File: config.mk
export PLATFORM = sky130hd
export DESIGN_NAME = bp_update_ctrl
export DESIGN_NICKNAME = d
export VERILOG_FILES = /design/src/rtl/bp_pkg.sv /design/src/rtl/bp_inflight_fifo.sv /design/src/rtl/bp_update_ctrl.sv
export SDC_FILE = /design/constraint.sdc
export NUM_CORES = 1
export LEC_CHECK = 0
export ABC_AREA = 1
export CAP_MARGIN = 30
export CORE_ASPECT_RATIO = 1.1
export CORE_MARGIN = 3
export CORE_UTILIZATION = 40
export DETAILED_ROUTE_END_ITERATION = 10
export REMOVE_ABC_BUFFERS = 1
export SYNTH_ARGS = -nofsm -noshare
export SYNTH_HDL_FRONTEND = slang
export SYNTH_HIERARCHICAL = 1
export SYNTH_SLANG_ARGS = --single-unit
File: constraint.sdc
create_clock -name clk -period 4.8 [get_ports clk]
set_input_delay 0.96 -clock clk [delete_from_list [all_inputs] [get_ports clk]]
set_output_delay 0.96 -clock clk [all_outputs]
set_load 0.01 [all_outputs]
File: src/rtl/bp_pkg.sv
// ---------------------------------------------------------------------------
// bp_pkg
// Shared definitions for the gshare branch-predictor update path.
//   - 2-bit saturating counter encodings and the value the PHT is seeded with
//   - controller FSM state encoding
//   - in-flight queue entry layout {index, taken, pc bits}
// The entry fields are sized by BP_GSHARE_BITS_NUM, so the GSHARE_BITS_NUM
// parameter of bp_update_ctrl must be kept equal to it.
// ---------------------------------------------------------------------------
package bp_pkg;

    localparam int BP_GSHARE_BITS_NUM = 8;

    localparam logic [1:0] STRONGLY_NOT_TAKEN = 2'b00;
    localparam logic [1:0] WEAKLY_NOT_TAKEN   = 2'b01;
    localparam logic [1:0] WEAKLY_TAKEN       = 2'b10;
    localparam logic [1:0] STRONGLY_TAKEN     = 2'b11;

    // Value written into every PHT entry during the init walk
    localparam logic [1:0] PHT_INIT_VALUE     = WEAKLY_TAKEN;

    typedef enum logic {
        ST_INIT = 1'b0,
        ST_RUN  = 1'b1
    } bp_state_e;

    typedef struct packed {
        logic [BP_GSHARE_BITS_NUM-1:0] index;
        logic                          taken;
        logic [BP_GSHARE_BITS_NUM-1:0] pc_bits;
    } bp_entry_t;

endpackage

File: src/rtl/bp_inflight_fifo.sv
// ---------------------------------------------------------------------------
// bp_inflight_fifo
// Ordered queue of in-flight conditional-branch predictions.
// Ports:
//   clk, rst            clock, asynchronous active-low reset
//   push, push_entry    append an entry at the tail (ignored when full)
//   pop                 drop the head entry (ignored when empty)
//   clear               empty the queue; wins over push and pop
//   head_entry          oldest entry
//   occupancy           number of valid entries
//   full, empty         derived from occupancy
// Pointers wrap modulo DEPTH (power of two); full/empty come from the
// occupancy count rather than pointer comparison.
// ---------------------------------------------------------------------------
module bp_inflight_fifo
    import bp_pkg::*;
#(
    parameter int DEPTH = 4
) (
    input  logic                       clk,
    input  logic                       rst,
    input  logic                       push,
    input  bp_entry_t                  push_entry,
    input  logic                       pop,
    input  logic                       clear,
    output bp_entry_t                  head_entry,
    output logic [$clog2(DEPTH):0]     occupancy,
    output logic                       full,
    output logic                       empty
);

    localparam int PTR_W = $clog2(DEPTH);
    localparam int CNT_W = PTR_W + 1;

    bp_entry_t              mem [DEPTH];
    logic [PTR_W-1:0]       head_ptr;
    logic [PTR_W-1:0]       tail_ptr;
    logic [CNT_W-1:0]       count;
    logic                   push_ok;
    logic                   pop_ok;

    assign full       = (count == CNT_W'(DEPTH));
    assign empty      = (count == '0);
    assign occupancy  = count;
    assign head_entry = mem[head_ptr];
    assign push_ok    = push && !full;
    assign pop_ok     = pop && !empty;

    // Pointer and occupancy bookkeeping. A clear resets everything to the
    // empty state and discards any push or pop arriving in the same cycle.
    always_ff @(posedge clk or negedge rst) begin
        if (!rst) begin
            head_ptr <= '0;
            tail_ptr <= '0;
            count    <= '0;
        end else if (clear) begin
            head_ptr <= '0;
            tail_ptr <= '0;
            count    <= '0;
        end else begin
            if (push_ok) begin
                tail_ptr <= tail_ptr + PTR_W'(1);
            end
            if (pop_ok) begin
                head_ptr <= head_ptr + PTR_W'(1);
            end
            count <= count + CNT_W'(push_ok) - CNT_W'(pop_ok);
        end
    end

    // Entry storage holds only data; validity lives in the pointers, so no
    // reset is needed here.
    always_ff @(posedge clk) begin
        if (push_ok && !clear) begin
            mem[tail_ptr] <= push_entry;
        end
    end

endmodule

File: src/rtl/bp_update_ctrl.sv
// ---------------------------------------------------------------------------
// bp_update_ctrl
// Sequencing controller for the gshare predictor: walks the tables after
// reset, tracks in-flight predictions, and issues one PHT update plus one
// BHT shift per resolved branch with a registered mispredict pulse.
// Ports:
//   clk, rst                 clock, asynchronous active-low reset
//   pred_*_i / pred_ready_o  prediction enqueue from fetch
//   resolve_*_i              resolution of the oldest in-flight branch
//   flush_i                  external pipeline flush (clears the queue)
//   pht_wr_* / bht_wr_*      table update strobes, one cycle after resolve
//   tbl_init_o/_index_o      init walk write (PHT<-WEAKLY_TAKEN, BHT<-0)
//   mispredict_o             one-cycle pulse on wrong direction
//   busy_o                   init walk in progress
//   underflow_o              sticky: resolve arrived with an empty queue
//   occupancy_o              valid queue entries
// Optional: define BP_UPDATE_CTRL_STATS_EN to add saturating counters
//   branch_cnt_o and mispredict_cnt_o.
// ---------------------------------------------------------------------------
module bp_update_ctrl
    import bp_pkg::*;
#(
    parameter int GSHARE_BITS_NUM      = BP_GSHARE_BITS_NUM,
    parameter int OPTION_OPERAND_WIDTH = 32,
    parameter int QUEUE_DEPTH          = 4
) (
    input  logic                             clk,
    input  logic                             rst,
    input  logic                             pred_valid_i,
    input  logic [GSHARE_BITS_NUM-1:0]       pred_index_i,
    input  logic                             pred_taken_i,
    input  logic [OPTION_OPERAND_WIDTH-1:0]  pred_pc_i,
    output logic                             pred_ready_o,
    input  logic                             resolve_valid_i,
    input  logic                             resolve_taken_i,
    input  logic                             flush_i,
    output logic                             pht_wr_en_o,
    output logic [GSHARE_BITS_NUM-1:0]       pht_wr_index_o,
    output logic                             pht_wr_taken_o,
    output logic                             bht_wr_en_o,
    output logic [GSHARE_BITS_NUM-1:0]       bht_wr_index_o,
    output logic                             bht_wr_bit_o,
    output logic                             tbl_init_o,
    output logic [GSHARE_BITS_NUM-1:0]       tbl_init_index_o,
    output logic                             mispredict_o,
    output logic                             busy_o,
    output logic                             underflow_o,
`ifdef BP_UPDATE_CTRL_STATS_EN
    output logic [31:0]                      branch_cnt_o,
    output logic [31:0]                      mispredict_cnt_o,
`endif
    output logic [$clog2(QUEUE_DEPTH):0]     occupancy_o
);

    localparam logic [GSHARE_BITS_NUM-1:0] LAST_INIT_INDEX = '1;

    bp_state_e                   state;
    bp_state_e                   next_state;
    logic                        tbl_init_next;
    logic [GSHARE_BITS_NUM-1:0]  init_index_next;

    bp_entry_t                   push_entry;
    bp_entry_t                   head_entry;
    logic                        fifo_full;
    logic                        fifo_empty;
    logic                        in_run;
    logic                        do_push;
    logic                        do_resolve;
    logic                        do_mispredict;
    logic                        resolve_empty;
    logic                        queue_clear;
    logic                        unused_pc_bits;

    assign in_run        = (state == ST_RUN);
    assign busy_o        = (state == ST_INIT);
    assign pred_ready_o  = in_run && !fifo_full;
    assign do_push       = pred_valid_i && pred_ready_o;
    assign do_resolve    = in_run && resolve_valid_i && !fifo_empty;
    assign resolve_empty = in_run && resolve_valid_i && fifo_empty;
    assign do_mispredict = do_resolve && (resolve_taken_i != head_entry.taken);
    assign queue_clear   = do_mispredict || (in_run && flush_i);

    assign push_entry.index   = pred_index_i;
    assign push_entry.taken   = pred_taken_i;
    assign push_entry.pc_bits = pred_pc_i[GSHARE_BITS_NUM+1:2];

    // PC bits outside the BHT index field carry no information for this block
    assign unused_pc_bits = ^{pred_pc_i[OPTION_OPERAND_WIDTH-1:GSHARE_BITS_NUM+2], pred_pc_i[1:0]};

    bp_inflight_fifo #(
        .DEPTH      (QUEUE_DEPTH)
    ) u_fifo (
        .clk        (clk),
        .rst        (rst),
        .push       (do_push),
        .push_entry (push_entry),
        .pop        (do_resolve),
        .clear      (queue_clear),
        .head_entry (head_entry),
        .occupancy  (occupancy_o),
        .full       (fifo_full),
        .empty      (fifo_empty)
    );

    // State register for the init/run controller. Reset parks it in INIT
    // with the walk not yet started, so tbl_init_o first rises one cycle
    // after reset is released.
    always_ff @(posedge clk or negedge rst) begin
        if (!rst) begin
            state            <= ST_INIT;
            tbl_init_o       <= 1'b0;
            tbl_init_index_o <= '0;
        end else begin
            state            <= next_state;
            tbl_init_o       <= tbl_init_next;
            tbl_init_index_o <= init_index_next;
        end
    end

    // Next-state logic for the table walk. The first INIT cycle arms the
    // walk at index 0; each further cycle advances one entry, and the cycle
    // after the last index has been written hands over to RUN.
    always_comb begin
        next_state      = state;
        tbl_init_next   = tbl_init_o;
        init_index_next = tbl_init_index_o;
        case (state)
            ST_INIT: begin
                if (!tbl_init_o) begin
                    tbl_init_next   = 1'b1;
                    init_index_next = '0;
                end else if (tbl_init_index_o == LAST_INIT_INDEX) begin
                    tbl_init_next   = 1'b0;
                    next_state      = ST_RUN;
                end else begin
                    init_index_next = tbl_init_index_o + GSHARE_BITS_NUM'(1);
                end
            end
            ST_RUN: begin
                next_state = ST_RUN;
            end
            default: begin
                next_state = ST_INIT;
            end
        endcase
    end

    // Table write strobes and the mispredict pulse are registered one cycle
    // after the resolve. Data fields only move on a real resolve so they
    // keep the last update otherwise. Underflow stays set until reset.
    always_ff @(posedge clk or negedge rst) begin
        if (!rst) begin
            pht_wr_en_o    <= 1'b0;
            pht_wr_index_o <= '0;
            pht_wr_taken_o <= 1'b0;
            bht_wr_en_o    <= 1'b0;
            bht_wr_index_o <= '0;
            bht_wr_bit_o   <= 1'b0;
            mispredict_o   <= 1'b0;
            underflow_o    <= 1'b0;
        end else begin
            pht_wr_en_o  <= do_resolve;
            bht_wr_en_o  <= do_resolve;
            mispredict_o <= do_mispredict;
            if (do_resolve) begin
                pht_wr_index_o <= head_entry.index;
                pht_wr_taken_o <= resolve_taken_i;
                bht_wr_index_o <= head_entry.pc_bits;
                bht_wr_bit_o   <= resolve_taken_i;
            end
            if (resolve_empty) begin
                underflow_o <= 1'b1;
            end
        end
    end

`ifdef BP_UPDATE_CTRL_STATS_EN
    // Saturating statistics. Both events require RUN, so the counters
    // naturally hold during the init walk.
    always_ff @(posedge clk or negedge rst) begin
        if (!rst) begin
            branch_cnt_o     <= '0;
            mispredict_cnt_o <= '0;
        end else begin
            if (do_resolve && (branch_cnt_o != '1)) begin
                branch_cnt_o <= branch_cnt_o + 32'd1;
            end
            if (do_mispredict && (mispredict_cnt_o != '1)) begin
                mispredict_cnt_o <= mispredict_cnt_o + 32'd1;
            end
        end
    end
`endif

endmodule
==> metrics <==
status finished clean; CTS Root Cell clkbuf_16; Switching Share 18.89%; Data required, critical path 5.02 ns; final hold viol count 0; share of cells above drive strength 1 8.909%; Power Total 1.779 mW; first-pass GRT wire length 15,060 µm; clock power share 44.0%; Seq/Total Area, Yosys 67.71%; Slew HR 41.02%; drt via density 4.885; post-CTS setup buffer count 0; top cell type's share of synthesized area 46.59%; initial core utilization 41.58%; Detail Route Antenna Nets 0; drt wl/cell 15.23 µm; synth unique cells 34; nets 499; Num CTS Buffers 9; mux contribution to synthesized area 0%; synthesized flop and latch total 105; Post-Route WL 9018 µm; Worst Setup Path Type input port to flop; EDFF count, synth 68; # rows 39; maximum clock frequency 290.0 MHz; Hold Crit Class flop to flop; Period Utilization, post-route 71.83%; Mapped Cells 382; CTS Sinks 105; Placed Area 0.005067 mm²; compound-cell area share of the yosys netlist 8.136%; setup TNS 0 ns; DRT Pass-1 Iters 4; gp weighted congestion 0.7951; RSZ-0062 raised after global routing false; clock latency on the worst-skew pair 0.33 ns; H-tree lvl count 3; via count 2,892; Worst Max-Slew Pin Slew 0.8847 ns; CP startpoint resolve_valid_i; simple-gate portion of the synthesized area 15.56%; IO Pins 83; Reg-to-Reg Start u_fifo/head_ptr[0]; final critical-path required period 3.448 ns; drt initial violations 137; min-delay src underflow_o; cell taking the most area after synthesis edfxtp_1; Synthesis Warnings 6; Area contributors post-synth edfxtp_1, dfrtp_1, nand2_1, nor2_1, o21ai_0; All-Layer GR Usage 15.61%; adder-cell share of the synthesized area 2.455%; GRT overflow 0; DP Cell Count 575; Core ar. 0.01054 mm²; max-cap viol count 0; die area 0.01225 mm²; CTS tree built; Syn Area/Cell 11.47 µm²; main combinational cell family by area after synthesis simple AND/OR/NAND/NOR gates; multi-input logic area 0.001172 mm²; register area 0.002968 mm²; Leak 2.192 nW; Post-CTS Resized 0; Post-CTS Hold Buffers 0; Die H 115.8 µm; Startpoint Class input port; fillers 944; Pins Over Slew Limit 0; Int Power 1.443 mW; final instance area 0.005413 mm²; DIE WIDTH 105.8 µm; port bufs 58; pin count of the biggest net entering global routing 38; final setup fails 0; CP Capture Type flop; clock slew at reported path FFs 0.07 ns; Switch Pwr 0.3361 mW; Worst Path Max Fanout 21; area grow syn2layout 23.49%; xor and xnor fraction of the mapped netlist area 0.5995%; Worst VDD drop 0.1996 mV; sequential power share 54.2%; combinational power share 1.9%; DRC viols 0; worst hold slack 0.4707 ns; initial antenna violation count 0; Mapped Area 0.004383 mm²; main flop type after synthesis edfxtp_1; CP Data Arrival Time 3.67 ns; number of diodes 0; ys async rst share 35.24%; deepest clock path buffer count 2; dpl hpwl 5624 µm; Clock Skew 0.01248 ns; PwrDens 328.7 mW/mm²; vias in the first global route 2,978; Post-Layout Cell Count 592
-- kinds of logic (layout without fill, tap and decap cells) --
kind of cell / Yosys count / count (layout)
AOI/OAI and AO/OA: 62 / 62
buffers and inverters: 42 / 109
xor gates and xnor gates: 3 / 3
adders and majority gates: 8 / 8
DFF: 105 / 105
and+or+nand+nor: 162 / 162
-- per-layer routing --
layer	GRT usage [%]	vias to the layer above	routed length, µm
met5	0	-	0
met4	4.836	0	32
met1	19.73	1399	4033
met2	27.64	64	4585
met3	2.730	2	366
li1	-	1427	-
-- power by group through the flow --
stage               logic [mW]  clock network [mW]  registers, mW
finish                  0.0330               0.782          0.964
global placement        0.0311                   0          0.983
floorplan             0.000574                   0          0.984
global route            0.0362               0.842          0.963
detailed placement      0.0324                   0          0.983
CTS                     0.0324               0.803          0.963
-- final timing paths --
check	to	slack, ns	cells after the start
worst max-delay path	u_fifo/occupancy[2]	1.35	12
min in group asynchronous	underflow_o	0.59	2
worst min register to register	underflow_o	0.47	1
max in group asynchronous	tbl_init_index_o[3]	4.01	2
worst max register to register	u_fifo/mem[1][8]	1.65	9
worst min-delay path	underflow_o	0.47	1
-- Yosys cell counts, types with 2 or more instances --
master,count
o21ai_2,5
edfxtp_1,68
nor2_1,49
nand4_1,4
o21ai_1,15
inv_2,2
xnor2_1,2
ha_1,7
nand3_1,9
dfrtp_1,37
o22ai_1,17
nand2_1,90
nand2_2,2
inv_1,22
o21ai_0,22
buf_4,4
buf_2,4
nand3b_1,2
buf_6,6
-- worst max-delay path, stage by stage --
cell	delay (ns)
clkdlybuf4s50_1	0.48
nand3b_1	0.41
inv_2	0.53
nand2_1	0.17
inv_1	0.09
ha_1	0.22
inv_1	0.05
ha_1	0.13
inv_1	0.05
fa_1	0.37
a21oi_1	0.13
nor2_1	0.06
-- area by class of cell --
class / instances / share of cell area, %
flip-flops and latches: 105 / 54.83
multi-input cells: 235 / 21.66
repair buffers: 66 / 11.97
clock buffers: 9 / 4.161
well taps: 143 / 3.306
inverters: 27 / 2.219
clock inverters: 7 / 1.849
-- registers in the layout, summed over array words and instances (netlist names) --
name and count:
in_run 1, tbl_init_o 1, u_fifo/mem 68, u_fifo/head_ptr 2, bht_wr_en_o 1, u_fifo/occupancy 3, u_fifo/tail_ptr 2, tbl_init_index_o 8
bht_wr_index_o 8, underflow_o 1, pht_wr_index_o 8, bht_wr_bit_o 1, mispredict_o 1
-- layout by cell type, fill, tap and decap left out, types with 4 or more instances in the layout --
cell / Yosys / routed
nand2_1: 90 / 90
edfxtp_1: 68 / 68
clkdlybuf4s50_1: 0 / 57
nor2_1: 49 / 49
dfrtp_1: 37 / 37
o21ai_0: 22 / 22
inv_1: 22 / 22
o22ai_1: 17 / 17
o21ai_1: 15 / 15
nand3_1: 9 / 9
clkbuf_16: 0 / 9
ha_1: 7 / 7
buf_4: 4 / 7
o21ai_2: 5 / 5
nand4_1: 4 / 4
-- per-stage QoR --
step | setup slack [ns] | utilization (%)
after floorplan | 1.697 | -
after global placement | 1.018 | 48.08
after detailed placement | 0.9847 | 48.08
after CTS | 1.332 | 51.16
after global routing | 1.148 | 51.35
final | 1.352 | 51.35
Note: power is estimated with default switching activity, not from simulation.
